<file path="config.mk">
export PLATFORM = sky130hd
export DESIGN_NAME = mux_scan_n
export DESIGN_NICKNAME = d
export VERILOG_FILES = /design/src/rtl/mux_scan_n.sv
export SDC_FILE = /design/constraint.sdc
export NUM_CORES = 1
export LEC_CHECK = 0
export ABC_AREA = 0
export BUFFER_PORTS_ARGS = -buffer_cell sky130_fd_sc_hd__buf_2
export CORE_AREA = 2 2 127 129
export CTS_CLUSTER_SIZE = 12
export DETAILED_ROUTE_END_ITERATION = 8
export DIE_AREA = 0 0 129 131
export PLACE_DENSITY = 0.87
export SETUP_SLACK_MARGIN = 0.15
export SLEW_MARGIN = 0
export SYNTH_ARGS = -nofsm -noshare
export SYNTH_HDL_FRONTEND = slang
export SYNTH_SLANG_ARGS = --single-unit
</file>
<file path="constraint.sdc">
create_clock -name clk -period 11.6 [get_ports clk]
set_input_delay 2.9 -clock clk [delete_from_list [all_inputs] [get_ports clk]]
set_output_delay 2.9 -clock clk [all_outputs]
set_load 0.05 [all_outputs]
</file>
<file path="src/rtl/mux_scan_n.sv">
// Registered N-channel word multiplexer with manual select and an auto-scan
// mode that rotates through enabled channels at a programmable dwell rate.
module mux_scan_n #(
  parameter int WIDTH   = 32,
  parameter int NCH     = 8,
  parameter int SELW    = 3,
  parameter int DWELL_W = 16
) (
  input  logic                   clk,
  input  logic                   rst_n,
  input  logic                   mode,
  input  logic [SELW-1:0]        sel_in,
  input  logic [NCH*WIDTH-1:0]   din,
  input  logic [NCH-1:0]         ch_en,
  input  logic [DWELL_W-1:0]     dwell,
  input  logic                   hold,
  output logic [WIDTH-1:0]       dout,
  output logic [SELW-1:0]        sel_out,
  output logic                   valid,
  output logic                   wrap
);

  localparam logic [1:0] ST_MANUAL = 2'd0;
  localparam logic [1:0] ST_SCAN   = 2'd1;
  localparam logic [1:0] ST_EMPTY  = 2'd2;

  localparam logic [SELW:0] NCH_L = (SELW+1)'(NCH);

  logic [WIDTH-1:0]   r_dout;
  logic [SELW-1:0]    r_sel;
  logic               r_valid;
  logic               r_wrap;
  logic [DWELL_W-1:0] r_cnt;
  logic [1:0]         r_state;

  logic [1:0]         w_state;
  logic [SELW-1:0]    w_sel_nxt;
  logic [DWELL_W-1:0] w_cnt_nxt;
  logic               w_valid_nxt;
  logic               w_wrap_nxt;
  logic [WIDTH-1:0]   w_dout_nxt;
  logic [DWELL_W-1:0] w_dwell_m1;
  logic               w_cur_in;
  logic               w_cur_en;
  logic [SELW-1:0]    w_start_adv;
  logic [SELW-1:0]    w_start_fix;
  logic [SELW-1:0]    w_found_adv;
  logic [SELW-1:0]    w_found_fix;

  // First enabled channel at or after start, searching circularly.
  function automatic logic [SELW-1:0] f_find(input logic [SELW-1:0] start,
                                             input logic [NCH-1:0] en);
    logic [SELW-1:0] res;
    logic            found;
    int              idx;
    res   = start;
    found = 1'b0;
    for (int i = 0; i < NCH; i++) begin
      idx = int'(start) + i;
      if (idx >= NCH) idx = idx - NCH;
      if (!found && en[idx]) begin
        res   = idx[SELW-1:0];
        found = 1'b1;
      end
    end
    return res;
  endfunction

  function automatic logic f_en_at(input logic [SELW-1:0] sel,
                                   input logic [NCH-1:0] en);
    logic r;
    r = 1'b0;
    for (int k = 0; k < NCH; k++) begin
      if (int'(sel) == k) r = en[k];
    end
    return r;
  endfunction

  function automatic logic [WIDTH-1:0] f_word(input logic [SELW-1:0] sel,
                                              input logic [NCH*WIDTH-1:0] d);
    logic [WIDTH-1:0] w;
    w = {WIDTH{1'b0}};
    for (int k = 0; k < NCH; k++) begin
      if (int'(sel) == k) w = d[k*WIDTH +: WIDTH];
    end
    return w;
  endfunction

  // Operating state follows mode and the enable mask every cycle.
  always_comb begin
    if (!mode) begin
      w_state = ST_MANUAL;
    end else if (ch_en == {NCH{1'b0}}) begin
      w_state = ST_EMPTY;
    end else begin
      w_state = ST_SCAN;
    end
  end

  assign w_dwell_m1  = (dwell == {DWELL_W{1'b0}}) ? {DWELL_W{1'b0}} : dwell - DWELL_W'(1);
  assign w_cur_in    = ({1'b0, r_sel} < NCH_L);
  assign w_cur_en    = w_cur_in && f_en_at(r_sel, ch_en);
  assign w_start_adv = ({1'b0, r_sel} >= (NCH_L - (SELW+1)'(1))) ? {SELW{1'b0}} : r_sel + SELW'(1);
  assign w_start_fix = w_cur_in ? r_sel : {SELW{1'b0}};
  assign w_found_adv = f_find(w_start_adv, ch_en);
  assign w_found_fix = f_find(w_start_fix, ch_en);

  // Next pointer, counter and flags; a correction (entry or disabled pointer) outranks the dwell advance.
  always_comb begin
    w_sel_nxt   = r_sel;
    w_cnt_nxt   = r_cnt;
    w_valid_nxt = 1'b0;
    w_wrap_nxt  = 1'b0;
    case (w_state)
      ST_MANUAL: begin
        w_sel_nxt   = sel_in;
        w_cnt_nxt   = {DWELL_W{1'b0}};
        w_valid_nxt = ({1'b0, sel_in} < NCH_L);
      end
      ST_SCAN: begin
        if (hold) begin
          w_sel_nxt = r_sel;
        end else if ((r_state != ST_SCAN) || !w_cur_en) begin
          w_sel_nxt  = w_found_fix;
          w_cnt_nxt  = {DWELL_W{1'b0}};
          w_wrap_nxt = w_cur_in && (w_found_fix < r_sel);
        end else if (r_cnt >= w_dwell_m1) begin
          w_sel_nxt  = w_found_adv;
          w_cnt_nxt  = {DWELL_W{1'b0}};
          w_wrap_nxt = (w_found_adv <= r_sel);
        end else begin
          w_cnt_nxt = r_cnt + DWELL_W'(1);
        end
        w_valid_nxt = ({1'b0, w_sel_nxt} < NCH_L);
      end
      ST_EMPTY: begin
        w_cnt_nxt = {DWELL_W{1'b0}};
      end
      default: begin
        w_sel_nxt = {SELW{1'b0}};
        w_cnt_nxt = {DWELL_W{1'b0}};
      end
    endcase
    w_dout_nxt = w_valid_nxt ? f_word(w_sel_nxt, din) : {WIDTH{1'b0}};
  end

  // Output and scan-state registers.
  always_ff @(posedge clk or negedge rst_n) begin
    if (!rst_n) begin
      r_dout  <= {WIDTH{1'b0}};
      r_sel   <= {SELW{1'b0}};
      r_valid <= 1'b0;
      r_wrap  <= 1'b0;
      r_cnt   <= {DWELL_W{1'b0}};
      r_state <= ST_MANUAL;
    end else begin
      r_dout  <= w_dout_nxt;
      r_sel   <= w_sel_nxt;
      r_valid <= w_valid_nxt;
      r_wrap  <= w_wrap_nxt;
      r_cnt   <= w_cnt_nxt;
      r_state <= w_state;
    end
  end

  assign dout    = r_dout;
  assign sel_out = r_sel;
  assign valid   = r_valid;
  assign wrap    = r_wrap;

endmodule
</file>
==> flow_summary.ini, run 1 <==
[clocking]
clock_latency_ns = 0.30
cts_buffers = 5
cts_setup_buffers = 0
clk_path_buf_depth = 2
cts_tree = built
ctsHoldBuffers = 0
post_cts_resized = 0
path_clk_slew_ns = 0.08
clock-root-buffer = clkbuf_16
htreeDepth = 2
cts_sinks = 55

[timing]
fmax_mhz = 113
tightest_slew_ns = 1.17
whs_ns = 0.543
rsz0062_at_grt = no
hold_violations = 0
clock-skew-final_ns = 0.0127
final.setup.worst_slack_ns = 2.77
layout_min_cycle_time_ns = 8.83
report.final.slew_viol_count = 0
fin_tns_setup_ns = 0
setup_viol = 0
slew_headroom_pct = 21.4
finalCritPeriodShare_pct = 76.1

[yosys]
syn_nets = 1117
netlist_area_um2 = 6750
synth.distinct_cells = 77
synth_top_area_share_pct = 20.4
synth_warnings = 0
netlist_instances = 796
synthArstFlopShare_pct = 100
synth_ff_type = dfrtp_1
synth_area_per_cell_um2 = 8.47
synth_edf_count = 0
synth_most_common_cell = o21ai_0
synth_seq_cells = 55
seq_area_frac_synth_pct = 20.4
synth_top_cell_by_area = dfrtp_1
synth.area.top_cells = dfrtp_1 (20%), mux2_2 (12%), mux2i_1 (8.0%), ha_1 (6.3%), o21ai_0 (5.9%)
ys_top_cells_by_count = o21ai_0 (80), nand2_1 (79), mux2_2 (74)

[die]
start_util_pct = 43.2
die_y_um = 131
die_x_um = 129
row_count = 46
ios = 324
coreArea_um2 = 15600
die-area_um2 = 16900

[setup_path]
path_class = in2reg
start_kind = input port
required_ns = 11.80
critPathMaxFanout = 26
crit_arrival_ns = 9.03
reg2reg_depth = 14
worstSetupEndpointType = flip-flop

[finish]
fin_util_pct = 55.3
stdcell_count = 1308
stdcell_area_um2 = 8630
drive_gt1_share_pct = 41.4
fin_nets = 1401
syn_to_final_growth_pct = 27.9

[global_routing]
grt_util_all_layers_pct = 30.3
grt_max_degree = 78
grt_pass1_wl_um = 39900
grt_overflow = 0
grt_pass1_vias = 7574
antenna_found_initial = 15

[run_status]
outcome = finished, final reports clean

[pwr]
total_power_mw = 2.28
power.leakage_nw = 4.17
clkPwrFrac_pct = 7.2
intPower_mw = 1.04
power.switching_mw = 1.24
combPwrFrac_pct = 79.8
switching_share_pct = 54.5
p_seq_share_pct = 13.0
vdd_drop_max_v = 0.000154
p_per_area_nw_per_um2 = 264

[drt]
vias = 7740
drtIter0Drc = 873
drt_pass1_iterations = 5
drc_errors = 0
via_per_inst = 5.92
routedWlPerCell_um = 20.4
final_antenna_net_count = 0
wirelength_um = 26700

[placement]
dp_hpwl_um = 21200
port_buffers = 323
dp.cells = 1289
post-place-ws_ns = 2.51
placed_cell_area_um2 = 8440
finalWeightedCongestion = 0.933

[flow_run]
maxCapViolCount = 0

[hold_path]
worst_hold_path_type = reg2reg
min_path_cells = 1
## worst max-delay path: stages
cell      delay (ns)
buf_2           0.12
or4_1           0.58
nor4_1          0.27
nand2b_1        0.11
nor2_1          0.15
nand4b_1        0.50
nand2_1         0.23
ha_1            0.28
a211oi_1        0.23
o21ai_0         0.13
a221o_1         0.33
a31o_2          0.26
or2_2           0.30
o22ai_1         0.20
a311oi_2        0.09
a21boi_2        0.95
or2_1           0.96
o22ai_1         0.17
o221ai_1        0.23
## path summary, 6_finish.rpt
| path | slack, ns | start | end |
|---|---|---|---|
| min in group asynchronous | 2.76 | rst_n | r_state[0] |
| hold reg to reg | 0.54 | r_cnt[8] | r_cnt[8] |
| hold / removal | 0.54 | r_cnt[8] | r_cnt[8] |
| max in group asynchronous | 8.32 | rst_n | r_cnt[2] |
| setup reg to reg | 4.20 | sel_out[1] | dout[0] |
| setup / recovery | 2.77 | dwell[7] | dout[0] |
## logic make-up after synthesis
| group | Yosys count | synth area share, % |
|---|---|---|
| AO/OA/AOI/OAI | 233 | 22.9 |
| XOR/XNOR | 20 | 2.71 |
| adder cells (fa/ha/maj) | 34 | 6.31 |
| AND/OR/NAND/NOR | 229 | 16.8 |
| buffers and inverters | 74 | 4.86 |
| multiplexers | 151 | 26.0 |
| flip-flops | 55 | 20.4 |
## sequential cells by signal (all words and copies together) (netlist names)
name	cells
dout	32
r_cnt	16
valid	1
sel_out	3
wrap	1
r_state	2
## cell usage in the layout, fill, tap and decap left out, drive strengths merged, types with 4 or more instances in the layout
cell type / n
mux4: 10
nand2: 79
inv: 22
o2bb2ai: 6
or2: 5
xor2: 12
o221ai: 25
o21ai: 83
clkbuf: 6
and2: 15
xnor2: 8
nor2: 47
a21o: 5
a21oi: 23
or4: 4
ha: 34
dfrtp: 55
a22o: 4
nor4: 5
a22oi: 5
and3: 12
buf: 328
nor3: 14
nand2b: 21
nor2b: 8
diode: 11
a211oi: 11
nand3: 9
a311oi: 5
a31oi: 5
o22ai: 35
mux2i: 55
mux2: 86
## layer usage
layer  wire length [µm]  GRT usage (%)  vias up
met2              12800           50.5      432
met3               2670           9.00       79
li1                   -              -     3589
met1              10400           38.1     3630
met4                800           9.27       10
met5                 71              0        -
## final cells by class
cell class	count	area (µm²)
diodes	11	27.5
clock buffers	6	139
clock inverters	2	16.3
fillers	1470	6970
inverters	23	86.3
multi-input cells	667	5060
flip-flops and latches	55	1380
well taps	216	270
repair buffers	328	1650
## power by group through the flow
stage	Sequential, mW	Combinational [mW]	Clock, mW
finish	0.296	1.82	0.164
floorplan	0.509	1.17	0
global placement	0.294	1.76	0
detailed placement	0.298	1.78	0
global route	0.299	1.95	0.175
CTS	0.294	1.79	0.166
Note: power is estimated with default switching activity, not from simulation.
==> run 2, diff against run 1 <==
CORE_AREA = not set   (was 2 2 127 129)
CORE_MARGIN = 1.5   (was not set)
CORE_UTILIZATION = 44   (was not set)
DIE_AREA = not set   (was 0 0 129 131)
PLACE_DENSITY = 0.91   (was 0.87)
clock period = 7.5 ns   (was 11.6 ns; I/O delays follow)
==> flow_summary.ini, run 2 (synthesis gave the netlist of run 1 again) <==
[pwr]
intPower_mw = 1.62
power.leakage_nw = 4.22
power.switching_mw = 1.97
clkPwrFrac_pct = 7.0
switching_share_pct = 54.9
p_per_area_nw_per_um2 = 413
p_seq_share_pct = 12.5
vdd_drop_max_v = 0.000196
combPwrFrac_pct = 80.4

[setup_path]
reg2reg_to = dout[27]
regToRegSetupSlack_ns = 1.09
reg2reg_from = sel_out[1]
crit_arrival_ns = 6.88
worstSetupEndpointType = flip-flop
reg2reg_depth = 15
path_class = in2reg
required_ns = 7.67
critPathMaxFanout = 29
start_kind = input port

[clocking]
post_cts_resized = 0
cts_buffers = 5
clock-root-buffer = clkbuf_16
ctsHoldBuffers = 0
clock_latency_ns = 0.31
clk_path_buf_depth = 2
htreeDepth = 2
path_clk_slew_ns = 0.08
cts_setup_buffers = 0
cts_sinks = 55
cts_tree = built

[hold_path]
min_path_cells = 1
hold_start = r_cnt[6]
worst_hold_path_type = reg2reg
whs_endpoint = r_cnt[6]

[timing]
finalCritPeriodShare_pct = 89.4
whs_ns = 0.534
tightest_slew_ns = 0.810
setup_viol = 0
hold_violations = 0
fmax_mhz = 149
rsz0062_at_grt = no
fin_tns_setup_ns = 0
clock-skew-final_ns = 0.0117
slew_headroom_pct = 46.0
layout_min_cycle_time_ns = 6.71
report.final.slew_viol_count = 0

[flow_run]
maxCapViolCount = 0

[finish]
drive_gt1_share_pct = 41.8
fin_nets = 1409
largest_register_ffs = 32
multi_input_area_um2 = 5060
syn_to_final_growth_pct = 28.5
stdcell_count = 1289
nFillCells = 1327
layout_common_cells = buf_2 (323), o21ai_0 (80), nand2_1 (79), mux2_2 (74), dfrtp_1 (55)
regArea_um2 = 1380
stdcell_area_um2 = 8670
layout_commonest_cell = buf_2

[global_routing]
grt_pass1_vias = 7841
antenna_found_initial = 17
grt_max_degree = 56
grt_pass1_wl_um = 41000
grt_util_all_layers_pct = 32.4
grt_overflow = 0

[drt]
routedWlPerCell_um = 20.9
wirelength_um = 27000
drt_pass1_iterations = 6
drc_errors = 0
drtIter0Drc = 849
via_per_inst = 6.23
vias = 8031
final_antenna_net_count = 0

[placement]
finalWeightedCongestion = 0.963
dp_hpwl_um = 21300
port_buffers = 323
dp.cells = 1269
placed_cell_area_um2 = 8490

[die]
coreArea_um2 = 15100
ios = 324
row_count = 45
die_x_um = 127
start_util_pct = 44.7
die_y_um = 127
die-area_um2 = 16100

[run_status]
outcome = finished, final reports clean
## run 2: cell count changes in the layout (fill, tap and decap cells not counted), sizes merged
cell,change
buf,+8
inv,+2
clkbuf,-1
clkinvlp,-1
diode,+1
## run 2: how the worst max path moves through the flow
stage / startpoint / end / slack [ns] / cells past startpoint
after floorplan: dwell[9] / dout[11] / 1.20 / 20
after global routing: dwell[7] / dout[27] / 0.39 / 21
final: dwell[7] / dout[27] / 0.79 / 21
after CTS: dwell[7] / dout[27] / 0.87 / 21
after detailed placement: dwell[7] / dout[27] / 0.58 / 21
after global placement: dwell[9] / dout[28] / 0.77 / 20
## run 2: worst max-delay path, cell delays in order
cell and delay (ns):
buf_2 0.12, or4_1 0.56, nor4_1 0.29, nand2b_1 0.12
nor2_1 0.15, nand4b_1 0.37, buf_4 0.31, nand2_1 0.08
ha_1 0.25, a21o_1 0.18, a221o_1 0.34, a31o_2 0.27
or2_2 0.30, nor2_1 0.10, a211oi_1 0.06, o21ai_1 0.12
a22o_4 0.42, buf_12 0.27, mux2_1 0.35, o22ai_1 0.18
o221ai_1 0.15
## run 2: final cells by class
| class | instances | share of cell area [%] |
|---|---|---|
| Clock buffer | 5 | 1.44 |
| Antenna cell | 12 | 0.346 |
| Multi-Input combinational cell | 667 | 58.3 |
| Timing Repair Buffer | 336 | 20.1 |
| Tap cell | 188 | 2.71 |
| Clock inverter | 3 | 0.260 |
| Inverter | 23 | 0.996 |
| Sequential cell | 55 | 15.9 |
## run 2: stage by stage
stage          total power, mW  setup slack [ns]  utilization, %
5_1_grt                   3.80             0.393            57.4
4_1_cts                   3.52             0.875            57.3
2_1_floorplan             2.59              1.20               -
3_5_place_dp              3.26             0.585            56.3
6_report                  3.58             0.792            57.5
3_3_place_gp              3.19             0.774            56.3
## run 2: routing by layer
| metal | track usage, % | wire [µm] | share of wire, % | vias up |
|---|---|---|---|---|
| li1 | - | - | - | 3605 |
| met2 | 54.9 | 12800 | 47 | 514 |
| met4 | 10.8 | 924 | 3.4 | 12 |
| met1 | 39.7 | 10400 | 39 | 3800 |
| met5 | 0 | 68 | 0.25 | - |
| met3 | 9.11 | 2760 | 10 | 100 |
## run 2: power by group through the flow
stage | Combinational (mW) | Sequential [mW] | Clock, mW
after global placement | 2.74 | 0.450 | 0
final | 2.88 | 0.448 | 0.253
after global routing | 3.07 | 0.456 | 0.270
after CTS | 2.82 | 0.447 | 0.257
after floorplan | 1.81 | 0.787 | 0
after detailed placement | 2.81 | 0.453 | 0
